## src/rtl/xbar_pkg.sv

```systemverilog
// Shared definitions for the N x M crossbar: command encodings, slave-port
// FSM states and a constant-evaluable log2 helper used for derived widths.
package xbar_pkg;

   localparam logic CMD_READ  = 1'b0;
   localparam logic CMD_WRITE = 1'b1;

   typedef enum logic {
      IDLE = 1'b0,
      BUSY = 1'b1
   } xbar_state_e;

   // Ceiling log2; returns 0 for value <= 1, so callers clamp to a minimum of 1.
   function automatic int clog2(input int value);
      int result;
      result = 0;
      while ((1 << result) < value) begin
         result = result + 1;
      end
      return result;
   endfunction

endpackage

```

## src/rtl/xbar_rr_arbiter.sv

```systemverilog
// Combinational round-robin picker: returns the first requesting master at
// or after ptr_i, wrapping cyclically. One instance per slave port.
module xbar_rr_arbiter
   import xbar_pkg::*;
#(
   parameter  int N_M = 2,
   localparam int GW  = (clog2(N_M) < 1) ? 1 : clog2(N_M)
) (
   input  logic [N_M-1:0] req_i,
   input  logic [GW-1:0]  ptr_i,
   output logic [GW-1:0]  grant_o,
   output logic           valid_o
);

   // Two passes: first the masters at/after the pointer, then the wrapped ones.
   always_comb begin
      grant_o = '0;
      valid_o = 1'b0;
      for (int i = 0; i < N_M; i++) begin
         if (!valid_o && req_i[i] && (i >= int'(ptr_i))) begin
            valid_o = 1'b1;
            grant_o = GW'(i);
         end
      end
      for (int i = 0; i < N_M; i++) begin
         if (!valid_o && req_i[i] && (i < int'(ptr_i))) begin
            valid_o = 1'b1;
            grant_o = GW'(i);
         end
      end
   end

endmodule

```

## src/rtl/crossbar_nxm.sv

```systemverilog
// Parametrised N-master x M-slave crossbar. The top address bits pick the
// slave; each slave port runs its own IDLE/BUSY FSM with a round-robin
// pointer, so distinct slaves serve distinct masters concurrently. Requests
// to a non-existent slave are answered by a registered decode-error path.
module crossbar_nxm
   import xbar_pkg::*;
#(
   parameter int N_M = 2,
   parameter int N_S = 2,
   parameter int AW  = 32,
   parameter int DW  = 32
) (
   input  logic            clk,
   input  logic            rst_n,
   input  logic [N_M-1:0]    master_req,
   input  logic [N_M-1:0]    master_cmd,
   input  logic [N_M*AW-1:0] master_addr,
   input  logic [N_M*DW-1:0] master_wdata,
   output logic [N_M*DW-1:0] master_rdata,
   output logic [N_M-1:0]    master_ack,
   output logic [N_M-1:0]    master_err,
   output logic [N_S-1:0]    slave_req,
   output logic [N_S-1:0]    slave_cmd,
   output logic [N_S*AW-1:0] slave_addr,
   output logic [N_S*DW-1:0] slave_wdata,
   input  logic [N_S*DW-1:0] slave_rdata,
   input  logic [N_S-1:0]    slave_ack
);

   localparam int SEL_W = (clog2(N_S) < 1) ? 1 : clog2(N_S);
   localparam int GW    = (clog2(N_M) < 1) ? 1 : clog2(N_M);

   logic [SEL_W-1:0] tgt [N_M];
   logic [N_M-1:0]   bad;
   logic [N_M-1:0]   held;
   logic [N_M-1:0]   err_ack_q;
   logic [N_M-1:0]   err_ack_d;
   xbar_state_e      state_q [N_S];
   logic [GW-1:0]    grant_q [N_S];
   logic [GW-1:0]    rr_q    [N_S];
   logic [N_S-1:0]   done;

   genvar gi;

   // Address decode: slave index from the MSBs, flag indices with no slave.
   for (gi = 0; gi < N_M; gi++) begin : g_decode
      assign tgt[gi] = master_addr[gi*AW + AW - 1 -: SEL_W];
      assign bad[gi] = ({1'b0, tgt[gi]} >= (SEL_W+1)'(N_S));
   end

   // Masters currently owned by some BUSY slave port.
   always_comb begin
      held = '0;
      for (int s = 0; s < N_S; s++) begin
         for (int i = 0; i < N_M; i++) begin
            if ((state_q[s] == BUSY) && (grant_q[s] == GW'(i))) begin
               held[i] = 1'b1;
            end
         end
      end
   end

   // Error responder: pulse once per decode-error request; the cycle spent
   // acking masks the still-held req so it is not answered twice.
   assign err_ack_d = master_req & bad & ~err_ack_q;

   // Decode-error pulse register.
   always_ff @(posedge clk or negedge rst_n) begin
      if (!rst_n) begin
         err_ack_q <= '0;
      end else begin
         err_ack_q <= err_ack_d;
      end
   end

   for (gi = 0; gi < N_S; gi++) begin : g_slave
      logic [N_M-1:0] cand;
      logic [GW-1:0]  arb_grant;
      logic           arb_valid;
      xbar_state_e    state_d;
      logic [GW-1:0]  grant_d;
      logic [GW-1:0]  rr_d;

      // Candidates: requesting masters aimed at this port and not owned elsewhere.
      always_comb begin
         cand = '0;
         for (int i = 0; i < N_M; i++) begin
            cand[i] = master_req[i] && !bad[i] && !held[i] && (tgt[i] == SEL_W'(gi));
         end
      end

      xbar_rr_arbiter #(
         .N_M (N_M)
      ) u_arb (
         .req_i   (cand),
         .ptr_i   (rr_q[gi]),
         .grant_o (arb_grant),
         .valid_o (arb_valid)
      );

      // Port FSM: latch a winner in IDLE, release and advance pointer on ack.
      always_comb begin
         state_d = state_q[gi];
         grant_d = grant_q[gi];
         rr_d    = rr_q[gi];
         case (state_q[gi])
            IDLE: begin
               if (arb_valid) begin
                  state_d = BUSY;
                  grant_d = arb_grant;
               end
            end
            BUSY: begin
               if (slave_ack[gi]) begin
                  state_d = IDLE;
                  rr_d    = (grant_q[gi] == GW'(N_M - 1)) ? '0 : grant_q[gi] + 1'b1;
               end
            end
            default: state_d = IDLE;
         endcase
      end

      // Port state, grant and round-robin pointer registers.
      always_ff @(posedge clk or negedge rst_n) begin
         if (!rst_n) begin
            state_q[gi] <= IDLE;
            grant_q[gi] <= '0;
            rr_q[gi]    <= '0;
         end else begin
            state_q[gi] <= state_d;
            grant_q[gi] <= grant_d;
            rr_q[gi]    <= rr_d;
         end
      end

      assign done[gi] = (state_q[gi] == BUSY) && slave_ack[gi];
   end

   // Slave-side mux: a BUSY port forwards its granted master's live inputs.
   always_comb begin
      slave_req   = '0;
      slave_cmd   = '0;
      slave_addr  = '0;
      slave_wdata = '0;
      for (int s = 0; s < N_S; s++) begin
         if (state_q[s] == BUSY) begin
            slave_req[s] = 1'b1;
            for (int i = 0; i < N_M; i++) begin
               if (grant_q[s] == GW'(i)) begin
                  slave_cmd[s]             = master_cmd[i];
                  slave_addr[s*AW +: AW]   = master_addr[i*AW +: AW];
                  slave_wdata[s*DW +: DW]  = master_wdata[i*DW +: DW];
               end
            end
         end
      end
   end

   // Master-side return path: slave ack/rdata routed back in the same cycle.
   always_comb begin
      master_ack   = err_ack_q;
      master_err   = err_ack_q;
      master_rdata = '0;
      for (int s = 0; s < N_S; s++) begin
         if (done[s]) begin
            for (int i = 0; i < N_M; i++) begin
               if (grant_q[s] == GW'(i)) begin
                  master_ack[i]             = 1'b1;
                  master_rdata[i*DW +: DW]  = slave_rdata[s*DW +: DW];
               end
            end
         end
      end
   end

endmodule

```

## config.mk

```make
export PLATFORM = sky130hd
export DESIGN_NAME = crossbar_nxm
export DESIGN_NICKNAME = d
export VERILOG_FILES = /design/src/rtl/xbar_pkg.sv /design/src/rtl/xbar_rr_arbiter.sv /design/src/rtl/crossbar_nxm.sv
export SDC_FILE = /design/constraint.sdc
export NUM_CORES = 1
export LEC_CHECK = 0
export CAP_MARGIN = 20
export CORE_AREA = 3 3 152 154
export CTS_CLUSTER_SIZE = 25
export DETAILED_ROUTE_END_ITERATION = 10
export DIE_AREA = 0 0 155 157
export PLACE_DENSITY = 0.57
export SLEW_MARGIN = 10
export SYNTH_ARGS = -nofsm -noshare
export SYNTH_HDL_FRONTEND = slang
export SYNTH_HIERARCHICAL = 1
export SYNTH_SLANG_ARGS = --single-unit
```

## constraint.sdc

```tcl
create_clock -name clk -period 4.18 [get_ports clk]
set_clock_uncertainty 0.1 [all_clocks]
set_input_delay 0.627 -clock clk [delete_from_list [all_inputs] [get_ports clk]]
set_output_delay 0.627 -clock clk [all_outputs]
set_load 0.03 [all_outputs]
```

==> run metrics, run 1 <==
run status finished clean; Async S/R FF share, synth 1.000; placed cells about 1200; Cell Area, Synth between 4000 and 5000 sq um; Core ar. 21820 sq um; Hold EP rr_q[1]; drt wl/cell 18.57 um; htree depth 1; CP Buf/Inv Count 4; Psw approximately 0.0026 W; Finished Layout Cells roughly 1200; Critical Path Max Stage Delay between 0.7 and 0.8 ns; IO Pins 400; Reg power frac 0.071; synth top area cells mux2i_1 32%, nor2b_1 20%, nand4_1 9.7%; Ys Warns 6; Worst R2R Start grant_q[1]; Levels on crit path 6; Layout Area Growth over Synthesis 100.2%; fin worst setup slack ~0.8 ns; Post-synth EDFFs 0; die width 155 um; Final Max Slew Viols 0; Vias 5498; crit path capture type primary output; layout cells sized above 1 0.08154; global route overflow 0; Clock Latency Late Sink 0.23 ns; total wire length between 20000 and 25000 um; flop2flop setup slack ~1.6 ns; initial drt markers approximately 210; detailed-route vias per instance 4.727; Hold Startpoint rr_q[1]; Worst path slowest cell clkdlybuf4s50_1; DR DRC count 0; Initial Utilization 0.1882; Ant. Diodes 0; Post-Route Setup TNS 0 ns; vias in the first global route ~5500; clock slew at reported path FFs 0.03 ns; Post-DP Area 8147 sq um; Arr. time, crit path 2.64 ns; Slew HR 0.5401; TritonCTS sink count 6; most common cell in the netlist nor2b_1; Crit Path Max Fanout 23; drt pass-1 iters 4; Power per Cell Area between 500 and 600 nW/um^2; DP Worst Slack ~0.85 ns; Seq/Total Area, Yosys 0.03655; fillers around 2300; Static Leak around 3 nW; Switching Share 0.5554; fin crit period between 3 and 4 ns; CP Class in -> out; RSZ-0062 raised after global routing false; Cells after Synth ~540; GPL Wtd Cong just over 0.9; largest net degree at the start of global routing just under 60; GR Util All Layers 0.1594; DIE AREA roughly 24000 sq um; Worst Setup Start Kind input port; area leader, netlist mux2i_1; initial antenna violation count 0; Comb pwr share 0.895; synth unique cells 28; Hold Buf Count CTS 0; Hold Crit Depth 1; #FFs+latches synth 6; PortBufs 397; Reg-to-Reg End grant_q[0]; r2r worst-path depth 6; CTS tree built; Final ANT Viol Nets 0; first-pass GRT wire length ~32000 um; Hold Crit Class reg -> reg; clk buf depth 2; multi-input logic area 3495 sq um; Critical Path RT roughly 3.5 ns; VDD IR-drop max 0.2505 mV; TritonCTS buffer count 3; postcts setup bufs 0; internal power about 0.0021 W; fin crit share 0.8063; nets approximately 1100; Post-Layout Inst Area 8225 sq um; chip height between 150 and 200 um; top cell family by delay on the critical path buffers and inverters; HPWL Detailed between 15000 and 20000 um; most frequent cells after synthesis 134 x nor2b_1, 130 x mux2i_1, 64 x nand4_1; top-area cell type share of the netlist area 0.3168; row count 54; achievable frequency 296.7 MHz; worst slew pin tran roughly 0.69 ns; CP cell instances clkdlybuf4s50_1 > buf_4 > buf_4 > nand4_1 > o21ai_0 > clkdlybuf4s50_1; flip-flop and latch area around 160 sq um; Clk network pwr share 0.034; ys flop type dfrtp_1; Root Driver clkbuf_16; Post-CTS Resized 0; Setup violations, final 0; number of max-cap violations 0; mean post-synth cell area between 7 and 8 sq um; Final Hold Vio Count 0
## worst reg2reg max path, delay by kind of cell (launching register included)
kind / cells / cell delay, ns
buf+inv: 1 / 0.36
flops: 1 / 0.86
simple gates: 4 / 0.78
mux: 1 / 0.35
## power by group through the flow
stage | Sequential, W | Combinational (W) | Clock, W
floorplan | 0.000116 | 0.00279 | 0
global placement | 0.000329 | 0.00421 | 0
detailed placement | 0.000336 | 0.00420 | 0
CTS | 0.000333 | 0.00421 | 0.000163
global route | 0.000354 | 0.00440 | 0.000167
finish | 0.000330 | 0.00418 | 0.000159
## registers in the layout (all words and copies together) (netlist names)
register  count
state_q       2
grant_q       2
rr_q          2
## worst max-delay path by stage
| stage | to | slack, ns | startpoint |
|---|---|---|---|
| global route | master_rdata[56] | 0.70 | slave_ack[0] |
| global placement | master_ack[0] | 0.90 | slave_ack[0] |
| finish | master_rdata[57] | 0.81 | slave_ack[0] |
| CTS | master_ack[0] | 0.84 | slave_ack[0] |
| floorplan | master_rdata[35] | 1.60 | slave_ack[0] |
| detailed placement | master_ack[0] | 0.85 | slave_ack[0] |
## cells by family after synthesis
| logic type | count (synthesis) | share of synthesized area |
|---|---|---|
| buffers and inverters | 82 | 0.1136 |
| other | 1 | 0.0009129 |
| AND/OR/NAND/NOR | 241 | 0.4024 |
| flip-flops | 6 | 0.03655 |
| multiplexers | 132 | 0.3223 |
| AO/OA/AOI/OAI | 73 | 0.1243 |
## through the flow
stage | hold WS, ns | total power (W) | utilization
2_1_floorplan | 0.2314 | 0.002910 | -
3_3_place_gp | 0.4409 | 0.004544 | 0.3733
4_1_cts | 0.4272 | 0.004708 | 0.3769
3_5_place_dp | 0.4197 | 0.004532 | 0.3733
6_report | 0.4135 | 0.004668 | 0.3769
5_1_grt | 0.4396 | 0.004923 | 0.3769
## cells in the final DEF (no fill, tap or decap), types with 2 or more instances in the layout
master / synthesis / layout
a21boi_1: 2 / 2
a21o_1: 3 / 3
a31o_1: 29 / 29
a31o_2: 4 / 4
and4b_1: 32 / 32
buf_12: 0 / 5
buf_4: 11 / 49
clkbuf_16: 0 / 3
clkdlybuf4s50_1: 0 / 364
conb_1: 1 / 2
dfrtp_1: 6 / 2
dfrtp_4: 0 / 3
inv_1: 6 / 6
mux2_2: 2 / 2
mux2i_1: 130 / 130
nand2_1: 2 / 2
nand4_1: 64 / 64
nor2b_1: 134 / 134
nor3_2: 2 / 2
o21ai_0: 33 / 33
or2_1: 2 / 2
## final cells by class
type / count / area share
repair buffers: 419 / 0.5005
multi-input cells: 448 / 0.4249
well taps: 280 / 0.04259
flip-flops and latches: 6 / 0.01977
clock buffers: 4 / 0.009583
inverters: 6 / 0.002738
## routing by layer
layer | track usage | wire length [um] | vias up
met5 | 0 | 0 | -
met4 | 0.03827 | 409 | 0
met2 | 0.2845 | 10620 | 275
met3 | 0.04812 | 1921 | 24
li1 | - | - | 2688
met1 | 0.1874 | 8647 | 2511
No activity file was read; power rests on OpenSTA's default activity.
==> run 2: changes to the inputs <==
--- a/config.mk
+++ b/config.mk
@@ -6,11 +6,11 @@
 export NUM_CORES = 1
 export LEC_CHECK = 0
 export CAP_MARGIN = 20
-export CORE_AREA = 3 3 152 154
+export CORE_AREA = 3 3 153 155
 export CTS_CLUSTER_SIZE = 25
 export DETAILED_ROUTE_END_ITERATION = 10
-export DIE_AREA = 0 0 155 157
-export PLACE_DENSITY = 0.57
+export DIE_AREA = 0 0 156 158
+export PLACE_DENSITY = 0.58
 export SLEW_MARGIN = 10
 export SYNTH_ARGS = -nofsm -noshare
 export SYNTH_HDL_FRONTEND = slang
==> constraint.sdc (replaced) <==
create_clock -name clk -period 2.9 [get_ports clk]
set_clock_uncertainty 0.1 [all_clocks]
set_input_delay 0.435 -clock clk [delete_from_list [all_inputs] [get_ports clk]]
set_output_delay 0.435 -clock clk [all_outputs]
set_load 0.03 [all_outputs]
==> run metrics, run 2 (same netlist as run 1, synthesis figures left out) <==
Final Max Slew Viols 0; vias in the first global route roughly 5300; Core ar. roughly 22000 sq um; initial drt markers 280; internal power between 0.003 and 0.004 W; Reg-to-Reg End grant_q[0]; achievable frequency 363.9 MHz; Initial Utilization 0.1871; Comb pwr share 0.934; layout cells sized above 1 0.07666; fillers 2254; Psw roughly 0.0037 W; Worst Setup Start Kind input port; first-pass GRT wire length just over 30000 um; number of max-cap violations 0; drt pass-1 iters 4; Design Power 0.006686 W; IO Pins 400; worst slew pin tran 0.5406 ns; Switching Share 0.5497; HPWL Detailed between 15000 and 20000 um; chip height around 160 um; Power per Cell Area between 800 and 900 nW/um^2; Critical Path RT roughly 2.4 ns; flop2flop setup slack approximately 0.63 ns; drt wl/cell about 18 um; PortBufs 397; Slew HR 0.6396; Clk network pwr share 0.034; Critical Path Max Stage Delay between 0.7 and 0.8 ns; die width between 150 and 200 um; fin util 0.3746; Ant. Diodes 0; Final ANT Viol Nets 0; Worst path slowest cell clkdlybuf4s50_1; detailed-route vias per instance 4.727; crit-path most repeated cell clkdlybuf4s50_1; Final Hold Vio Count 0; TritonCTS sink count 6; CP Buf/Inv Count 3; Crit Path Max Fanout 36; Worst R2R Start state_q[0]; RSZ-0062 raised after global routing false; Clock Latency Late Sink approximately 0.23 ns; DIE AREA 24650 sq um; Layout Area Growth over Synthesis 100.3%; TritonCTS buffer count 3; GR Util All Layers 0.1524; VDD IR-drop max 0.4529 mV; row count 54; DR DRC count 0; fin crit period ~2.7 ns; htree depth 1; most common cell after layout, fill and taps aside clkdlybuf4s50_1; Hold Buf Count CTS 0; Setup violations, final 0; global route overflow 0; total wire length roughly 21000 um; largest net degree at the start of global routing 137; Hold Crit Class in -> async; Static Leak ~3.0 nW; commonest non-fill, non-tap cells in the layout 361 x clkdlybuf4s50_1, 134 x nor2b_1, 130 x mux2i_1; nets approximately 1100; Largest regs grant_q x2, rr_q x2, state_q x2; GPL Wtd Cong around 0.88; initial antenna violation count 0; CP Class in -> out; clk buf depth 2; CTS tree built; Reg power frac 0.032; fin crit share 0.9477; run status finished clean; r2r worst-path depth 6; Arr. time, crit path about 2.2 ns; Post-Route Setup TNS 0 ns; Vias 5455; crit path capture type primary output; clock slew at reported path FFs ~0.030 ns; Root Driver clkbuf_16; top cell family by delay on the critical path buffers and inverters; CP cell instances clkdlybuf4s50_1 > buf_12 > nand4_1 > o21ai_0 > clkdlybuf4s50_1
-- run 2: timing repair --
| action | 4_1_cts | 5_1_grt |
|---|---|---|
| hold endpoints to repair | 0 | 0 |
| gates resized for setup | 1 | 0 |
| setup endpoints to repair | 32 | 0 |
| buffers inserted | 0 | 0 |
-- run 2: worst max-delay path by stage --
stage | startpoint | end | slack (ns) | cells past startpoint
detailed placement | slave_ack[1] | master_rdata[34] | 0.05 | 4
global route | slave_ack[0] | master_rdata[36] | 0.08 | 5
floorplan | state_q[1] | master_rdata[35] | 0.61 | 4
finish | slave_ack[0] | master_rdata[34] | 0.15 | 5
global placement | slave_ack[1] | master_rdata[36] | 0.15 | 4
CTS | grant_q[1] | slave_wdata[4] | 0.14 | 4
-- run 2: power groups by stage --
stage	clock (W)	combinational, W	sequential, W
2_1_floorplan	0	0.00403	0.000168
5_1_grt	0.000244	0.00661	0.000221
3_5_place_dp	0	0.00628	0.000214
4_1_cts	0.000234	0.00631	0.000214
6_report	0.000230	0.00624	0.000211
3_3_place_gp	0	0.00630	0.000213
-- run 2: area by class of cell --
class	count	area [sq um]	share of cell area
timing repair buffer	410	4116	0.5004
multi-input combinational	448	3496	0.4249
tap	280	350.3	0.04259
sequential	6	162.7	0.01977
clock buffer	4	78.83	0.009582
inverter	6	22.52	0.002738
-- run 2: through the flow --
| step | hold WS, ns | instances | setup WS [ns] | cell area, sq um |
|---|---|---|---|---|
| 6_report | 0.3644 | 1154 | 0.1518 | 8227 |
| 5_1_grt | 0.3843 | 1154 | 0.07857 | 8227 |
| 4_1_cts | 0.3734 | 1154 | 0.1437 | 8227 |
| 3_5_place_dp | 0.3808 | 1150 | 0.05012 | 8147 |
| 3_3_place_gp | 0.3841 | 1150 | 0.1470 | 8147 |
| 2_1_floorplan | 0.03941 | 536 | 0.6103 | 4111 |
-- run 2: routing by layer --
metal  global-route usage  vias to the layer above  wire (um)
met5                    0                        -          0
met3              0.04511                       31       1892
met1               0.1815                     2479       8098
met2               0.2691                      281      10300
met4              0.03743                        0        430
li1                     -                     2664          -
==> run 3: changes to the inputs <==
--- a/config.mk
+++ b/config.mk
@@ -5,12 +5,14 @@
 export SDC_FILE = /design/constraint.sdc
 export NUM_CORES = 1
 export LEC_CHECK = 0
+export ABC_CLOCK_PERIOD_IN_PS = 2900
 export CAP_MARGIN = 20
 export CORE_AREA = 3 3 153 155
 export CTS_CLUSTER_SIZE = 25
 export DETAILED_ROUTE_END_ITERATION = 10
 export DIE_AREA = 0 0 156 158
 export PLACE_DENSITY = 0.58
+export RECOVER_POWER = 50
 export SLEW_MARGIN = 10
 export SYNTH_ARGS = -nofsm -noshare
 export SYNTH_HDL_FRONTEND = slang
==> run metrics, run 3 (same netlist as run 1, synthesis figures left out) <==
run status finished clean; number of max-cap violations 0; Crit Path Max Fanout 36; drt wl/cell 17.88 um; vias in the first global route ~5300; Slew HR 0.6417; Layout Area Growth over Synthesis 100.3%; Final Max Slew Viols 0; Hold Buf Count CTS 0; drt pass-1 iters 4; GR Util All Layers 0.1524; CP Buf/Inv Count 3; fillers approximately 2300; total wire length 20630 um; initial antenna violation count 1; crit-path most repeated cell clkdlybuf4s50_1; Critical Path Max Stage Delay 0.72 ns; most common cell after layout, fill and taps aside clkdlybuf4s50_1; Worst Setup Start Kind input port; largest net degree at the start of global routing ~140; CP Class in -> out; chip height 158 um; Initial Utilization 0.1871; Static Leak between 3 and 4 nW; Critical Path RT approximately 2.4 ns; Final Hold Vio Count 0; fin crit share 0.9478; die width roughly 160 um; Vias roughly 5500; CP cell instances clkdlybuf4s50_1 > buf_12 > nand4_1 > o21ai_0 > clkdlybuf4s50_1; nets about 1100; TritonCTS sink count 6; HPWL Detailed between 15000 and 20000 um; crit path capture type primary output; achievable frequency 363.8 MHz; GPL Wtd Cong about 0.88; CTS tree built; DR DRC count 0; clock slew at reported path FFs 0.03 ns; fin worst setup slack roughly 0.15 ns; detailed-route vias per instance about 4.7; htree depth 1; Clock Latency Late Sink about 0.23 ns; row count between 50 and 60; clk buf depth 2; TritonCTS buffer count 3; RSZ-0062 raised after global routing false; Post-Route Setup TNS 0 ns; VDD IR-drop max 0.4490 mV; top cell family by delay on the critical path buffers and inverters; initial drt markers about 340; commonest non-fill, non-tap cells in the layout 270 x clkdlybuf4s50_1, 134 x nor2b_1, 130 x mux2i_1; Root Driver clkbuf_16; Core ar. approximately 22000 sq um; Power per Cell Area a little under 800 nW/um^2; DIE AREA about 25000 sq um; first-pass GRT wire length 30590 um; IO Pins 400; Setup violations, final 0; Largest regs grant_q x2, rr_q x2, state_q x2; Arr. time, crit path 2.21 ns; flop2flop setup slack approximately 0.64 ns; Ant. Diodes 0; Final ANT Viol Nets 0; Hold Crit Class reg -> reg; Worst path slowest cell clkdlybuf4s50_1; global route overflow 0; DP Worst Slack roughly 0.05 ns; layout cells sized above 1 0.07666; worst slew pin tran 0.5375 ns; fin crit period roughly 2.7 ns; PortBufs a little under 400
-- run 3: timing repair --
item                                   in CTS  in global routing
endpoints found under the hold margin       0                  0
buffers inserted                            0                  0
setup endpoints to repair                  32                  0
gates resized for setup                     1                  0
-- run 3: final cells by class --
class | count | area, sq um | share of cell area
Tap cell | 280 | 350.3 | 0.04259
Sequential cell | 6 | 162.7 | 0.01977
Multi-Input combinational cell | 448 | 3496 | 0.4249
Inverter | 6 | 22.52 | 0.002738
Timing Repair Buffer | 410 | 4116 | 0.5004
Clock buffer | 4 | 78.83 | 0.009582
-- run 3: worst paths after layout --
kind,start,to,depth (start not counted)
min,rr_q[1],rr_q[1],1
max,slave_ack[0],master_rdata[34],5
max reg2reg,state_q[0],grant_q[0],6
min reg2reg,rr_q[1],rr_q[1],1
min in group asynchronous,rst_n,rr_q[0],1
max in group asynchronous,rst_n,state_q[0],1
-- run 3: routing by layer --
layer	routed length [um]	track usage
met1	7986	0.1815
met2	10330	0.2691
met3	1891	0.04511
met4	424	0.03743
met5	0	0
-- run 3: power by group --
group          leakage [nW]  switching (W)  internal (W)  total [W]
combinational          3.10        0.00353       0.00254    0.00607
sequential           0.0691      0.0000744      0.000137   0.000211
clock                0.0382      0.0000478      0.000182   0.000230
total                  3.21        0.00365       0.00286    0.00651
-- run 3: per-stage QoR --
| step | total power, W | util | area (sq um) | hold WS [ns] | cells |
|---|---|---|---|---|---|
| final | 0.006508 | 0.3746 | 8227 | 0.3884 | 1154 |
| after floorplan | 0.004194 | - | 4111 | 0.03941 | 536 |
| after global placement | 0.006514 | 0.3710 | 8147 | 0.3841 | 1150 |
| after CTS | 0.006758 | 0.3746 | 8227 | 0.3734 | 1154 |
| after detailed placement | 0.006497 | 0.3710 | 8147 | 0.3808 | 1150 |
| after global routing | 0.006909 | 0.3746 | 8227 | 0.4092 | 1154 |
==> variant (flow settings as in run 3) <==
The parameter `DW` goes from 32 to 24.
--- a/src/rtl/crossbar_nxm.sv
+++ b/src/rtl/crossbar_nxm.sv
@@ -8,7 +8,7 @@
    parameter int N_M = 2,
    parameter int N_S = 2,
    parameter int AW  = 32,
-   parameter int DW  = 32
+   parameter int DW  = 24
 ) (
    input  logic            clk,
    input  logic            rst_n,
Interface: changed (resized master_rdata, master_wdata, slave_rdata and slave_wdata); port bits go from 400 to 336. No check against the original RTL was run, so the function may have changed too.
==> variant against run 3 <==
Area after synthesis fell by 15%; setup slack improved by 0.031 ns; design area fell by 14%; sequential cell count did not move; wire length fell by 14%; power fell by 13%; critical path depth rose by 1; largest cell class unchanged; largest power group unchanged.
==> variant: results (changes against run 3) <==
Outcome
  • Status: complete, no violations (unchanged)

Min path
  • HP Start: rr_q[0] (was rr_q[1])
  • Min-Delay Path Depth: 1 (unchanged)
  • Worst Hold Path EP: rr_q[0] (was rr_q[1])

Routing
  • WL final: 17600 µm (was 20600 µm)
  • Met3 WL: 1380 µm (was 1890 µm)
  • Metal2 WL: 8960 µm (was 10300 µm)
  • WL met1: 7160 µm (was 7990 µm)
  • DR vias/cell: 4.40 (was 4.72)
  • Top Layer Used: met5 (was met4)
  • DR iter-0 viols: 202 (was 337)
  • WL per Instance: 17.2 µm (was 17.9 µm)
  • First-pass detailed-route iteration total: 4 (unchanged)

Critical path
  • Critical path origin: grant_q[1] (was slave_ack[0])
  • Slowest stage delay, CP: 0.60 ns (was 0.72 ns)
  • Worst Reg-to-Reg Cells: 7 (was 6)
  • CP top delay family: buffers and inverters (unchanged)
  • Flop-to-flop setup slack: 0.36 ns (was 0.64 ns)
  • CP endpoint: master_rdata[0] (was master_rdata[34])
  • CP arrival: 2.18 ns (was 2.21 ns)
  • CP max stage cell: dfrtp_4 (was clkdlybuf4s50_1)
  • CP max FO: 37 (was 36)

Timing
  • Max Fclk: 368 MHz (was 364 MHz)
  • Worst Hold Slack: 0.399 ns (was 0.388 ns)

Power and ir drop
  • Leakage: 2.67 nW (was 3.21 nW)
  • Sw frac: 55.6% (was 56.1%)
  • Worst vdd ir: 0.407 mV (was 0.449 mV)

Place
  • Setup WS pre-CTS: 0.180 ns (was 0.0501 ns)
  • DP HPWL: 13900 µm (was 15900 µm)
  • Buffers added on ports: 333 (was 397)
  • Placed inst area: 7000 µm² (was 8150 µm²)
  • Placed Cells incl. Taps: 1020 (was 1150)
  • GPL Wtd Cong: 0.769 (was 0.876)

Logic synthesis
  • Commonest cells post-synth: 116 x nor2b_1, 115 x mux2i_1, 28 x o31ai_1, 27 x nand2_1 (was 134 x nor2b_1, 130 x mux2i_1, 64 x nand4_1, 33 x o21ai_0, 32 x and4b_1)
  • Synth area leaders: mux2i_1 33%, nor2b_1 21%, o31ai_2 7.2% (was mux2i_1 32%, nor2b_1 20%, nand4_1 9.7%)
  • Warnings from Yosys: 6 (unchanged)
  • Register area share after synthesis: 4.29% (was 3.66%)
  • Cells after synthesis: 446 (was 535)

Cells and area
  • Final #Nets: 913 (was 1075)
  • Share of layout cells above drive strength 1: 9.96% (was 7.67%)
  • Fill cell count: 2323 (was 2254)
  • Top flop regs: grant_q: 2 flops, rr_q: 2 flops, state_q: 2 flops (unchanged)

Clock network
  • Root Driver: clkbuf_16 (unchanged)
  • Worst-Skew Late Latency: 0.23 ns (about the same)

Global route
  • GRT met1 Usage: 15.3% (was 18.2%)
  • First-pass GRT wire length: 25600 µm (was 30600 µm)
  • Met2 usage: 24.0% (was 26.9%)
  • Met3 Use GR: 2.98% (was 4.51%)
  • Largest net degree at the start of global routing: 75 (was 137)
  • Total Routing Usage GR: 12.9% (was 15.2%)
-- variant: cell count changes after synthesis, sizes merged, moves of 26 or more --
cell   change
o31ai     +48
nand4     -40
a31o      -33
o21ai     -33
and4b     -30
nand2     +26
-- variant: worst reg2reg max path: stages, from the launching register on --
cell and delay, ns:
dfrtp_4 0.60, buf_12 0.31, nand2b_1 0.23, buf_4 0.26
and4_1 0.28, or2_1 0.11, nor2b_1 0.18, mux2_2 0.35
-- variant: timing repair --
action	CTS	global route
setup endpoints to repair	8	0
setup buffers	0	0
resized for setup	1	0
-- variant: layout make-up --
type / instances / area (µm²) / share of cell area [%]
repair buffers: 353 / 3480 / 49.3
inverters: 5 / 18.8 / 0.266
multi-input cells: 376 / 2970 / 42.1
flip-flops and latches: 6 / 163 / 2.31
well taps: 280 / 350 / 4.97
clock buffers: 3 / 75.1 / 1.06
-- variant: power by group through the flow --
| stage | clock network, mW | registers, mW | logic [mW] |
|---|---|---|---|
| 6_report | 0.220 | 0.212 | 5.21 |
| 3_3_place_gp | 0 | 0.211 | 5.43 |
| 3_5_place_dp | 0 | 0.213 | 5.43 |
| 2_1_floorplan | 0 | 0.167 | 3.45 |
| 5_1_grt | 0.231 | 0.220 | 5.53 |
| 4_1_cts | 0.227 | 0.215 | 5.44 |
-- variant: cells by family (layout without fill, tap and decap cells) --
logic type,count (synthesis),count (layout),share of synthesized area (%)
multiplexers,117,117,33.5
buffers and inverters,65,361,11.1
AND/OR/NAND/NOR,202,202,36.3
AO/OA/AOI/OAI,55,55,14.6
other,1,2,0.107
flip-flops,6,6,4.29
